<file path="config.mk">
export PLATFORM = sky130hd
export DESIGN_NAME = spi_dac_with_fifo_rd
export DESIGN_NICKNAME = d
export VERILOG_FILES = /design/src/rtl/spi_dac_with_fifo_rd.sv
export SDC_FILE = /design/constraint.sdc
export NUM_CORES = 1
export LEC_CHECK = 0
export BUFFER_PORTS_ARGS = -buffer_cell sky130_fd_sc_hd__buf_4
export CAP_MARGIN = 20
export CORE_MARGIN = 4
export CORE_UTILIZATION = 45
export DETAILED_ROUTE_END_ITERATION = 12
export GPL_ROUTABILITY_DRIVEN = 0
export MAX_ROUTING_LAYER = met4
export PLACE_DENSITY = 0.66
export SLEW_MARGIN = 0
export SYNTH_ARGS = -nofsm -noshare
export SYNTH_HDL_FRONTEND = slang
export SYNTH_SLANG_ARGS = --single-unit
</file>
<file path="constraint.sdc">
create_clock -name clk -period 1.4 [get_ports clk]
set_input_delay 0.14 -clock clk [delete_from_list [all_inputs] [get_ports clk]]
set_output_delay 0.14 -clock clk [all_outputs]
set_load 0.01 [all_outputs]
</file>
<file path="src/rtl/spi_dac_with_fifo_rd.sv">
// Pops a 12-bit sample from a byte-wide FIFO (low byte, then high nibble)
// and shifts it to an SPI DAC as a 16-bit frame {CTRL, sample}, MSB first.
// sclk is a divided register output (mode 0), not a clock.
module spi_dac_with_fifo_rd #(
  parameter int unsigned CLK_DIV = 5,
  parameter logic [3:0]  CTRL    = 4'b0011
) (
  input  logic       clk,
  input  logic       reset,
  input  logic       enable,
  input  logic       fifo_empty,
  input  logic [7:0] fifo_dout,
  output logic       fifo_rd_en,
  output logic       cs_n,
  output logic       sclk,
  output logic       mosi,
  output logic       busy,
  output logic       done
);

  localparam int unsigned DivW = (CLK_DIV > 1) ? $clog2(CLK_DIV) : 1;

  typedef enum logic [2:0] {
    StIdle,
    StRdLo,
    StCapLo,
    StRdHi,
    StCapHi,
    StShift,
    StDone
  } state_e;

  state_e           state_q, state_d;
  logic [DivW-1:0]  div_q, div_d;
  logic             sclk_q, sclk_d;
  logic [4:0]       bit_cnt_q, bit_cnt_d;
  logic [7:0]       lo_q, lo_d;
  logic [15:0]      shreg_q, shreg_d;
  logic             div_tc;

  assign div_tc = (div_q == DivW'(CLK_DIV - 1));
  assign sclk   = sclk_q;

  // State and datapath registers with synchronous reset.
  always_ff @(posedge clk) begin
    if (reset) begin
      state_q   <= StIdle;
      div_q     <= '0;
      sclk_q    <= 1'b0;
      bit_cnt_q <= '0;
      lo_q      <= '0;
      shreg_q   <= '0;
    end else begin
      state_q   <= state_d;
      div_q     <= div_d;
      sclk_q    <= sclk_d;
      bit_cnt_q <= bit_cnt_d;
      lo_q      <= lo_d;
      shreg_q   <= shreg_d;
    end
  end

  // Next-state logic and decoded outputs.
  always_comb begin
    state_d    = state_q;
    div_d      = '0;
    sclk_d     = 1'b0;
    bit_cnt_d  = bit_cnt_q;
    lo_d       = lo_q;
    shreg_d    = shreg_q;
    fifo_rd_en = 1'b0;
    cs_n       = 1'b1;
    mosi       = 1'b0;
    busy       = (state_q != StIdle);
    done       = 1'b0;

    unique case (state_q)
      StIdle: begin
        bit_cnt_d = '0;
        if (enable && !fifo_empty) state_d = StRdLo;
      end
      StRdLo: begin
        // Pop is never issued against an empty FIFO; wait for data instead.
        if (!fifo_empty) begin
          fifo_rd_en = 1'b1;
          state_d    = StCapLo;
        end
      end
      StCapLo: begin
        lo_d    = fifo_dout;
        state_d = StRdHi;
      end
      StRdHi: begin
        // Underflow: hold here with cs_n high until the high byte arrives.
        if (!fifo_empty) begin
          fifo_rd_en = 1'b1;
          state_d    = StCapHi;
        end
      end
      StCapHi: begin
        shreg_d   = {CTRL, fifo_dout[3:0], lo_q};
        bit_cnt_d = '0;
        state_d   = StShift;
      end
      StShift: begin
        cs_n   = 1'b0;
        mosi   = shreg_q[15];
        sclk_d = sclk_q;
        if (div_tc) begin
          div_d  = '0;
          sclk_d = !sclk_q;
          if (!sclk_q) begin
            bit_cnt_d = bit_cnt_q + 5'd1;
          end else begin
            // Falling toggle: advance data while sclk is low.
            shreg_d = shreg_q << 1;
            if (bit_cnt_q == 5'd16) state_d = StDone;
          end
        end else begin
          div_d = div_q + DivW'(1);
        end
      end
      StDone: begin
        done    = 1'b1;
        state_d = StIdle;
      end
      default: state_d = StIdle;
    endcase
  end

endmodule

</file>
==> summary.md <==
| Metric | Value |
|---|---|
| Status | `finished with violations` |
| Failing checks | `negative setup slack` |
| DR iter-0 viols | `89` |
| Critical setup path kind | `register to output pin` |
| Clock sinks | `36` |
| CTS Root Cell | `clkbuf_4` |
| Setup violations, final | `13` |
| CP arrival | `1.31 ns` |
| Initial antenna violation count | `0` |
| Num ports | `18` |
| Worst r2r src | `div_q[0]` |
| Max IR drop VDD | `604 uV` |
| Combinational Power Share | `0.133` |
| CTS tree | `done` |
| RSZ-0062 raised after global routing | `yes` |
| Top-count cell post-synth | `dfxtp_1` |
| Clock group share of total power | `0.312` |
| HPWL Detailed | `2.21 mm` |
| Congestion Overflow GR | `0` |
| Yosys warns | `0` |
| Detailed-route via count | `1,328` |
| Initial core utilization | `0.473` |
| GR Util All Layers | `0.164` |
| Synthesis-to-finish area growth | `28.5%` |
| Avg Cell Area, Syn | `9.70 um2` |
| Placed cell count | `225` |
| Synth top area cells | `dfxtp_1 45%, a222oi_1 6.9%, nor2_1 6.8%` |
| Worst Tran Pin Value | `0.421 ns` |
| FF-to-FF setup slack | `-0.03 ns` |
| Fraction of final layout cells with drive strength greater than 1 | `0.362` |
| Via density | `5.42` |
| PD cells | `936 mW/mm2` |
| Critical Path Start Type | `register` |
| Die W | `67.5 um` |
| NetSw | `0.000487 W` |
| Clk slew on worst S/H paths | `0.11 ns` |
| TritonCTS Buffers | `5` |
| Flops & latches, synth | `36` |
| CTS H-tree depth | `2` |
| Core area | `0.00336 mm2` |
| FP Rows | `21` |
| Synth unique cells | `38` |
| Tmin final | `1.45 ns` |
| Seq pwr share | `0.555` |
| Pleak | `0.778 nW` |
| Clk Latency, worst-skew pair | `0.35 ns` |
| Clk buf depth | `2` |
| Critical path launch point | `state_q[1]` |
| Cells after Synth | `164` |
| # nets final | `214` |
| Cell area after synthesis | `0.00159 mm2` |
| Drt pass-1 iters | `5` |
| Worst path cell trace | `buf_6 > or3_4 > buf_6` |
| Share of the synthesized area in the top cell type | `0.453` |
| Tcrit/Tclk final | `1.04` |
| Avg WL per Cell | `14.3 um` |
| First-pass GRT wire length | `5.35 mm` |
| Post-placement setup slack | `-0.179 ns` |
| Die span in y | `67.5 um` |
| Endpoints failing hold | `0` |
| Final worst setup slack | `-0.0524 ns` |
| Ys flop type | `dfxtp_1` |
| PortBufs | `17` |
| Post-synth EDFFs | `0` |
| Die ar. | `0.00455 mm2` |
| Post-CTS Hold Buffers | `0` |
| Critical Path RT | `1.26 ns` |
| Post-synthesis sequential area ratio | `0.453` |
| CP max stage delay | `0.37 ns` |
| Slowest-stage cell, CP | `dfxtp_4` |
| Design Power | `0.00191 W` |
| Pins Over Slew Limit | `0` |
| Internal | `0.00143 W` |
| Top cell by count, worst path | `buf_6` |
| Final Non-Filler Cells | `245` |
| Clock skew | `0.00802 ns` |
| Largest area contributor in the netlist | `dfxtp_1` |
| CP Capture Type | `output pin` |
| Residual antenna-violating net count after detailed routing | `0` |
| Diode count | `0` |
| Fillcell total | `313` |
| Post-synth top cells | `36 x dfxtp_1, 29 x nor2_1, 11 x a222oi_1` |
| Drc violations | `0` |
| Ys async rst share | `0` |
| Slew HR | `0.718` |
| Achievable Freq | `689 MHz` |
| Final Util | `0.608` |
| Drt total wl | `3.51 mm` |
| Switching Share | `0.255` |
| Largest net degree at the start of global routing | `36` |
| Worst hold path class | `input port to register` |
| Max-cap violations | `0` |
| Hold path start | `fifo_dout[7]` |
| Crit path max fanout | `5` |
| Vias in the first global route | `1,206` |
| Synth Net Count | `180` |
-- critical path: cells and delay by family, from the launching register on --
| family | cells | cell delay, ns |
|---|---|---|
| buf+inv | 2 | 0.24 |
| flops | 1 | 0.37 |
| simple gates | 1 | 0.36 |
-- cell usage in the layout, fill, tap and decap left out, types with 2 or more instances in the layout --
cell type  count
buf_6          9
clkbuf_4       5
ha_1           3
inv_1          6
dfxtp_4        3
xnor2_1        3
and3_1         2
o21a_1         2
a21oi_1        4
inv_2          2
nor3_1         5
nand2b_1       2
a221oi_1       2
a211oi_2       2
nand3_1        4
buf_4         29
nor2_1        29
mux2i_1        9
nand2_1        3
o21ai_0        2
a22oi_1        2
a222oi_1      11
and3_4         3
dfxtp_1       27
o32a_1         2
dfxtp_2        6
-- sequential cells by signal, summed over array words and instances (netlist names) --
register and flops:
shreg_q 16, lo_q 8, state_q 3, bit_cnt_q 5
div_q 3, sclk 1
-- final cells by class --
class / count / area, um2 / share of cell area
clock buffers: 7 / 55.1 / 0.0269
clock inverters: 1 / 7.51 / 0.00367
inverters: 9 / 36.3 / 0.0177
multi-input cells: 108 / 830 / 0.406
flip-flops and latches: 36 / 739 / 0.362
well taps: 46 / 57.6 / 0.0282
repair buffers: 38 / 319 / 0.156
-- stage by stage --
| step | setup TNS (ns) | area, um2 | hold WS [ns] |
|---|---|---|---|
| after global routing | -1.43 | 2040 | 0.0270 |
| final | -0.208 | 2040 | 0.0284 |
| after detailed placement | -2.39 | 1790 | 0.387 |
| after CTS | -0.701 | 1940 | 0.0189 |
| after floorplan | -0.0142 | 1610 | 0.287 |
| after global placement | -1.31 | 1790 | 0.373 |
-- power by group through the flow --
stage	Sequential [W]	Combinational, W	Clock, W
detailed placement	0.00109	0.000191	0
global placement	0.00109	0.000186	0
CTS	0.00106	0.000222	0.000608
finish	0.00106	0.000255	0.000597
global route	0.00106	0.000274	0.000663
floorplan	0.00108	0.000121	0
-- worst paths after layout --
path	endpoint	depth (start not counted)
worst max-delay path	busy	3
worst min-delay path	lo_q[7]	3
worst max register to register	shreg_q[10]	6
worst min register to register	shreg_q[12]	2
-- cell families after synthesis --
kind of cell    Yosys count  synth area share
simple gates             60             0.204
flops                    36             0.453
compound gates           31             0.166
buf+inv                  20            0.0676
mux                       9            0.0566
xor+xnor                  4            0.0220
fa+ha+maj                 4            0.0314
-- what timing repair did --
action,CTS,global route
pin swaps,5,8
buffers inserted,4,10
resized for setup,17,13
endpoints found under the setup margin,21,31
-- routing by layer --
metal  track usage  vias up  part of all wire
met5             -        -                 0
met4        0.0911        0             0.021
met3        0.0399        7             0.032
met2         0.259       29              0.50
met1         0.190      630              0.45
li1              -      662                 -
No activity file was read; power rests on OpenSTA's default activity.
